<file path="src/rtl/multi_pulse_generator_if.sv">
// multi_pulse_generator_if: control/strobe bundle for multi_pulse_generator.
// Optional MULTI_PULSE_GEN_PHASE_EN adds the per-channel sync phase bus.
interface multi_pulse_generator_if #(
    parameter int N        = 8,
    parameter int CHANNELS = 4
);
    logic [CHANNELS-1:0]   ena;
    logic [CHANNELS*N-1:0] ticks;
    logic [CHANNELS-1:0]   mode;
    logic [CHANNELS-1:0]   start;
    logic                  sync;
`ifdef MULTI_PULSE_GEN_PHASE_EN
    logic [CHANNELS*N-1:0] phase;
`endif
    logic [CHANNELS-1:0]   out;
    logic [CHANNELS-1:0]   busy;

    modport master (
        output ena, ticks, mode, start, sync,
`ifdef MULTI_PULSE_GEN_PHASE_EN
        output phase,
`endif
        input  out, busy
    );

    modport slave (
        input  ena, ticks, mode, start, sync,
`ifdef MULTI_PULSE_GEN_PHASE_EN
        input  phase,
`endif
        output out, busy
    );
endinterface

</file>
<file path="src/rtl/multi_pulse_generator.sv">
// multi_pulse_generator: CHANNELS independent periodic / one-shot strobe
// generators sharing a global phase-align (sync).
// Optional feature macro MULTI_PULSE_GEN_PHASE_EN: sync loads a per-channel
// phase value into each counter instead of 0.

// One channel: counter, strobe, one-shot busy flag and registered mode.
module multi_pulse_generator_lane #(
    parameter int N = 8
) (
    input  logic         clk,
    input  logic         rst,
    input  logic         ena,
    input  logic [N-1:0] ticks,
    input  logic         mode,
    input  logic         start,
    input  logic         sync,
    input  logic [N-1:0] sync_val,
    output logic         out,
    output logic         busy
);
    logic [N-1:0] cnt, cnt_d, t_m1;
    logic         mode_q, mode_q_d, out_d, busy_d;
    logic         active, terminal;

    // ticks==0 is caught before counting, so the wrapped t_m1 is never used
    assign t_m1     = ticks - N'(1);
    // >= rather than == so a lowered period fires at once instead of wrapping
    assign terminal = cnt >= t_m1;
    assign active   = !mode_q || busy;

    // Next-state: sync > mode change > inert period > start > count
    always_comb begin
        cnt_d    = cnt;
        mode_q_d = mode_q;
        out_d    = 1'b0;
        busy_d   = busy;
        if (sync) begin
            cnt_d  = sync_val;
            busy_d = 1'b0;
        end else if (mode != mode_q) begin
            cnt_d    = '0;
            busy_d   = 1'b0;
            mode_q_d = mode;
        end else if (ticks == '0) begin
            cnt_d  = '0;
            busy_d = 1'b0;
        end else if (mode_q && start) begin
            cnt_d  = '0;
            busy_d = 1'b1;
        end else if (active && ena) begin
            if (terminal) begin
                cnt_d  = '0;
                out_d  = 1'b1;
                busy_d = 1'b0;
            end else begin
                cnt_d = cnt + N'(1);
            end
        end
    end

    // State registers; reset samples the current mode so no spurious mode change
    always_ff @(posedge clk) begin
        if (rst) begin
            cnt    <= '0;
            out    <= 1'b0;
            busy   <= 1'b0;
            mode_q <= mode;
        end else begin
            cnt    <= cnt_d;
            out    <= out_d;
            busy   <= busy_d;
            mode_q <= mode_q_d;
        end
    end
endmodule

// Top: one lane per channel, slicing the packed period/phase buses.
module multi_pulse_generator #(
    parameter int N        = 8,
    parameter int CHANNELS = 4
) (
    input  logic                    clk,
    input  logic                    rst,
    multi_pulse_generator_if.slave  bus
);
    logic [CHANNELS-1:0] out_w, busy_w;

    assign bus.out  = out_w;
    assign bus.busy = busy_w;

    for (genvar i = 0; i < CHANNELS; i++) begin : g_lane
        logic [N-1:0] sync_val;
`ifdef MULTI_PULSE_GEN_PHASE_EN
        assign sync_val = bus.phase[i*N +: N];
`else
        assign sync_val = '0;
`endif
        multi_pulse_generator_lane #(.N(N)) u_lane (
            .clk      (clk),
            .rst      (rst),
            .ena      (bus.ena[i]),
            .ticks    (bus.ticks[i*N +: N]),
            .mode     (bus.mode[i]),
            .start    (bus.start[i]),
            .sync     (bus.sync),
            .sync_val (sync_val),
            .out      (out_w[i]),
            .busy     (busy_w[i])
        );
    end
endmodule

</file>
<file path="src/flat_wrapper.sv">
// flat-port wrapper written by rule: the top's interface ports become plain ports
module multi_pulse_generator_flat 
#(
    parameter int N        = 8,
    parameter int CHANNELS = 4
)
  (clk, rst, bus_ena, bus_ticks, bus_mode, bus_start, bus_sync, bus_out, bus_busy);
  multi_pulse_generator_if #(.N(N), .CHANNELS(CHANNELS)) bus_i ();
  input  logic clk;
  input  logic rst;
  input wire logic [$bits(bus_i.ena)-1:0] bus_ena;
  input wire logic [$bits(bus_i.ticks)-1:0] bus_ticks;
  input wire logic [$bits(bus_i.mode)-1:0] bus_mode;
  input wire logic [$bits(bus_i.start)-1:0] bus_start;
  input wire logic [$bits(bus_i.sync)-1:0] bus_sync;
  output wire logic [$bits(bus_i.out)-1:0] bus_out;
  output wire logic [$bits(bus_i.busy)-1:0] bus_busy;
  assign bus_i.ena = bus_ena;
  assign bus_i.ticks = bus_ticks;
  assign bus_i.mode = bus_mode;
  assign bus_i.start = bus_start;
  assign bus_i.sync = bus_sync;
  assign bus_out = bus_i.out;
  assign bus_busy = bus_i.busy;
  multi_pulse_generator #(.N(N), .CHANNELS(CHANNELS)) u_core (.clk(clk), .rst(rst), .bus(bus_i));
endmodule
</file>
<file path="config.mk">
export PLATFORM = sky130hd
export DESIGN_NAME = multi_pulse_generator_flat
export DESIGN_NICKNAME = d
export VERILOG_FILES = /design/src/rtl/multi_pulse_generator_if.sv /design/src/rtl/multi_pulse_generator.sv /design/src/flat_wrapper.sv
export SDC_FILE = /design/constraint.sdc
export NUM_CORES = 1
export LEC_CHECK = 0
export BUFFER_PORTS_ARGS = -buffer_cell sky130_fd_sc_hd__buf_2
export CAP_MARGIN = 20
export CORE_MARGIN = 5
export CORE_UTILIZATION = 60
export DETAILED_ROUTE_END_ITERATION = 8
export GPL_ROUTABILITY_DRIVEN = 0
export GPL_TIMING_DRIVEN = 1
export MAX_ROUTING_LAYER = met4
export PLACE_DENSITY = 0.86
export SLEW_MARGIN = 20
export SYNTH_ARGS = -nofsm -noshare
export SYNTH_HDL_FRONTEND = slang
export SYNTH_SLANG_ARGS = --single-unit
</file>
<file path="constraint.sdc">
create_clock -name clk -period 5.8 [get_ports clk]
set_clock_uncertainty 0.1 [all_clocks]
set_input_delay 1.74 -clock clk [delete_from_list [all_inputs] [get_ports clk]]
set_output_delay 1.74 -clock clk [all_outputs]
set_load 0.1 [all_outputs]
</file>
==> impl_metrics.json <==
{
  "dr.first_iter.drc_count": 99,
  "pin_count": 55,
  "fp.dieW_um": 83.7,
  "start_util_pct": 62.6,
  "critPathArrivalTime_ps": 3960,
  "endpoint": "u_core.g_lane[0].u_lane.cnt[4]",
  "cts.sinks": 44,
  "finalHoldViolCount": 0,
  "power_density_nw_per_um2": 178,
  "cp.required_ps": 5940,
  "clockBufferDepth": 2,
  "wl_per_cell_um": 12.7,
  "core-area_um2": 5200,
  "final_cell_area_um2": 3670,
  "pwr-share-seq_pct": 48.1,
  "port_buffers": 54,
  "cts_buffers": 5,
  "cts_setup_buffers": 0,
  "reg2reg_from": "u_core.g_lane[1].u_lane.cnt[1]",
  "postSynthAreaPerCell_um2": 8.48,
  "path_clk_slew_ps": 90,
  "rr_worst_depth": 6,
  "overflow": 0,
  "root_buffer": "clkbuf_8",
  "slew_headroom_pct": 60.1,
  "worstHoldPathType": "register to register",
  "status": "complete, no violations",
  "grt_max_degree": 15,
  "yosysWarningCount": 0,
  "post-route-util_pct": 70.5,
  "grt_antenna_before_repair": 0,
  "wl_mm": 6.45,
  "nFillCells": 406,
  "grtUsageMet1_pct": 24.3,
  "cp_max_fo": 8,
  "synth_edf_count": 4,
  "ctsHoldBuffers": 0,
  "synth_flop_cell": "dfxtp_1",
  "p_switching_uw": 175,
  "vias": 2769,
  "crit_type": "input port to register",
  "reg2reg_setup_slack_ps": 3910,
  "holdWs_ps": 409,
  "crit_start": "bus_ticks[3]",
  "syn_nets": 475,
  "grt_pass1_vias": 2728,
  "cts_tree": "yes",
  "drive_gt1_share_pct": 16.7,
  "intPower_uw": 479,
  "vias_per_cell": 5.45,
  "synth.yosys.seq_area_share_pct": 28.3,
  "ys_top_cells_by_area": "dfxtp_1, ha_1, xnor2_1",
  "finalCriticalPeriod_ps": 3820,
  "yosysTopAreaCellShare_pct": 24.6,
  "antenna_left": 0,
  "setup_tns_ps": 0,
  "fmax_mhz": 262,
  "grt_pass1_wl_mm": 11.5,
  "p_sw_share_pct": 26.7,
  "drtPass1Iterations": 4,
  "p_leak_uw": 0.00146,
  "yosysTopAreaCell": "dfxtp_1",
  "placed_cell_area_um2": 3550,
  "grt_use_total_pct": 19.8,
  "htree_levels": 2,
  "rsz0062_at_grt": "false",
  "diodes": 0,
  "drc": 0,
  "grt_busiest_layer": "met2",
  "num_rows": 26,
  "endpoint_kind": "register",
  "die-area_um2": 7000,
  "min_period_over_period_pct": 65.9,
  "setup_viol": 0,
  "worstMarginPinSlew_ps": 598,
  "synth_cell_types": 38,
  "clk_latency_ps": 300,
  "nets": 528,
  "die_y_um": 83.7,
  "r2r_end": "u_core.g_lane[1].u_lane.cnt[1]",
  "area_growth_syn_to_layout_pct": 12.7,
  "async_reset_ff_share_pct": 0,
  "cap_violations": 0,
  "met3_usage_pct": 4.24,
  "p_clk_share_pct": 35.0,
  "dp_hpwl_mm": 5.36,
  "syn_area_um2": 3260,
  "vdd_drop_max_mv": 0.140,
  "start_kind": "input port",
  "p_comb_share_pct": 16.9,
  "cts-resized-gates": 0,
  "syn-instance-count": 384,
  "ys_seq_elements": 44,
  "met2_usage_pct": 33.1,
  "final_max_slew_viol_count": 0
}
metal layers:
layer / up-vias / part of all wire [%]
met2: 54 / 48
met1: 1263 / 45
met4: 0 / 1.8
met5: - / 0
li1: 1442 / -
met3: 10 / 5.0
layout make-up:
cell class / count / area, um^2 / area share [%]
timing repair buffer: 54 / 270 / 7.36
multi-input combinational: 314 / 2210 / 60.2
tap: 70 / 87.6 / 2.39
sequential: 44 / 921 / 25.1
inverter: 18 / 67.6 / 1.84
clock inverter: 1 / 8.76 / 0.239
clock buffer: 7 / 108 / 2.93
cell usage after synthesis, types with 2 or more instances:
library cell,count
nand3_1,16
nor2b_1,4
a211oi_1,4
edfxtp_1,4
and2_1,7
o211ai_1,3
nor4b_1,2
xnor2_1,35
or4_4,2
nand4_1,11
or3_1,2
a311oi_1,2
dfxtp_1,40
xor2_1,21
ha_1,44
o41ai_4,2
nor2_1,52
nand2_1,35
nand3b_1,2
o21a_1,5
buf_4,8
inv_1,18
o21bai_1,4
o21ai_0,10
a21oi_1,16
nor3_1,15
nor4_1,7
nand2b_1,3
logic make-up after synthesis:
kind of cell,Yosys count,synth area share [%]
AO/OA/AOI/OAI,54,12.4
XOR/XNOR,56,15.1
adder cells (fa/ha/maj),44,16.9
buffers and inverters,26,3.92
flip-flops,44,28.3
AND/OR/NAND/NOR,160,23.4
worst max-delay path, cell delays in order:
cell and delay [ps]:
buf_2 120, or4_4 570, nor4_1 240, xnor2_1 170
ha_1 260, a21oi_1 150, o21ai_0 100, a21oi_1 340
o21ai_4 150, nor2_1 130
registers in the layout, indices dropped and copies added (netlist names):
signal and flops:
u_core.g_lane.u_lane.busy 4, u_core.g_lane.u_lane.cnt 32, u_core.g_lane.u_lane.mode_q 4, u_core.g_lane.u_lane.out 4
power groups by stage:
stage / clock [uW] / combinational, uW / sequential (uW)
finish: 229 / 110 / 314
global route: 251 / 125 / 315
CTS: 235 / 111 / 314
detailed placement: 0 / 111 / 321
global placement: 0 / 106 / 321
floorplan: 0 / 68.9 / 320
placed cells by master, fill, tap and decap left out, drive strengths merged, types with 2 or more instances in the layout:
master | netlist | final
xor2 | 21 | 21
or3 | 3 | 3
nand3 | 16 | 16
nand4 | 11 | 11
nor3 | 15 | 15
clkbuf | 0 | 7
ha | 44 | 44
nor2 | 53 | 53
nor4b | 2 | 2
inv | 18 | 18
nand3b | 2 | 2
nor4 | 7 | 7
o41ai | 2 | 2
xnor2 | 35 | 35
or4 | 2 | 2
buf | 8 | 54
and2 | 7 | 7
nand2 | 35 | 35
o21ai | 13 | 13
dfxtp | 40 | 40
o211ai | 3 | 3
nand2b | 3 | 3
a21oi | 17 | 17
edfxtp | 4 | 4
a311oi | 2 | 2
o21bai | 4 | 4
nor2b | 4 | 4
a211oi | 4 | 4
o21a | 5 | 5
metrics by stage:
step / setup slack, ps / std cells / total power [uW]
2_1_floorplan: 1990 / 384 / 389
3_3_place_gp: 1760 / 500 / 427
3_5_place_dp: 1680 / 500 / 432
4_1_cts: 1990 / 508 / 661
5_1_grt: 1730 / 508 / 691
6_report: 1980 / 508 / 654
how the worst min path moves through the flow:
| stage | start | to | slack, ps | depth (start not counted) |
|---|---|---|---|---|
| CTS | u_core.g_lane[3].u_lane.cnt[1] | u_core.g_lane[3].u_lane.cnt[1] | 410 | 2 |
| global placement | u_core.g_lane[1].u_lane.busy | u_core.g_lane[1].u_lane.busy | 380 | 2 |
| detailed placement | u_core.g_lane[3].u_lane.cnt[1] | u_core.g_lane[3].u_lane.cnt[1] | 390 | 2 |
| finish | u_core.g_lane[1].u_lane.cnt[1] | u_core.g_lane[1].u_lane.cnt[1] | 410 | 2 |
| global route | u_core.g_lane[3].u_lane.cnt[1] | u_core.g_lane[3].u_lane.cnt[1] | 430 | 2 |
| floorplan | u_core.g_lane[1].u_lane.busy | u_core.g_lane[1].u_lane.busy | 360 | 2 |
Power figures use the tool's default switching activity.
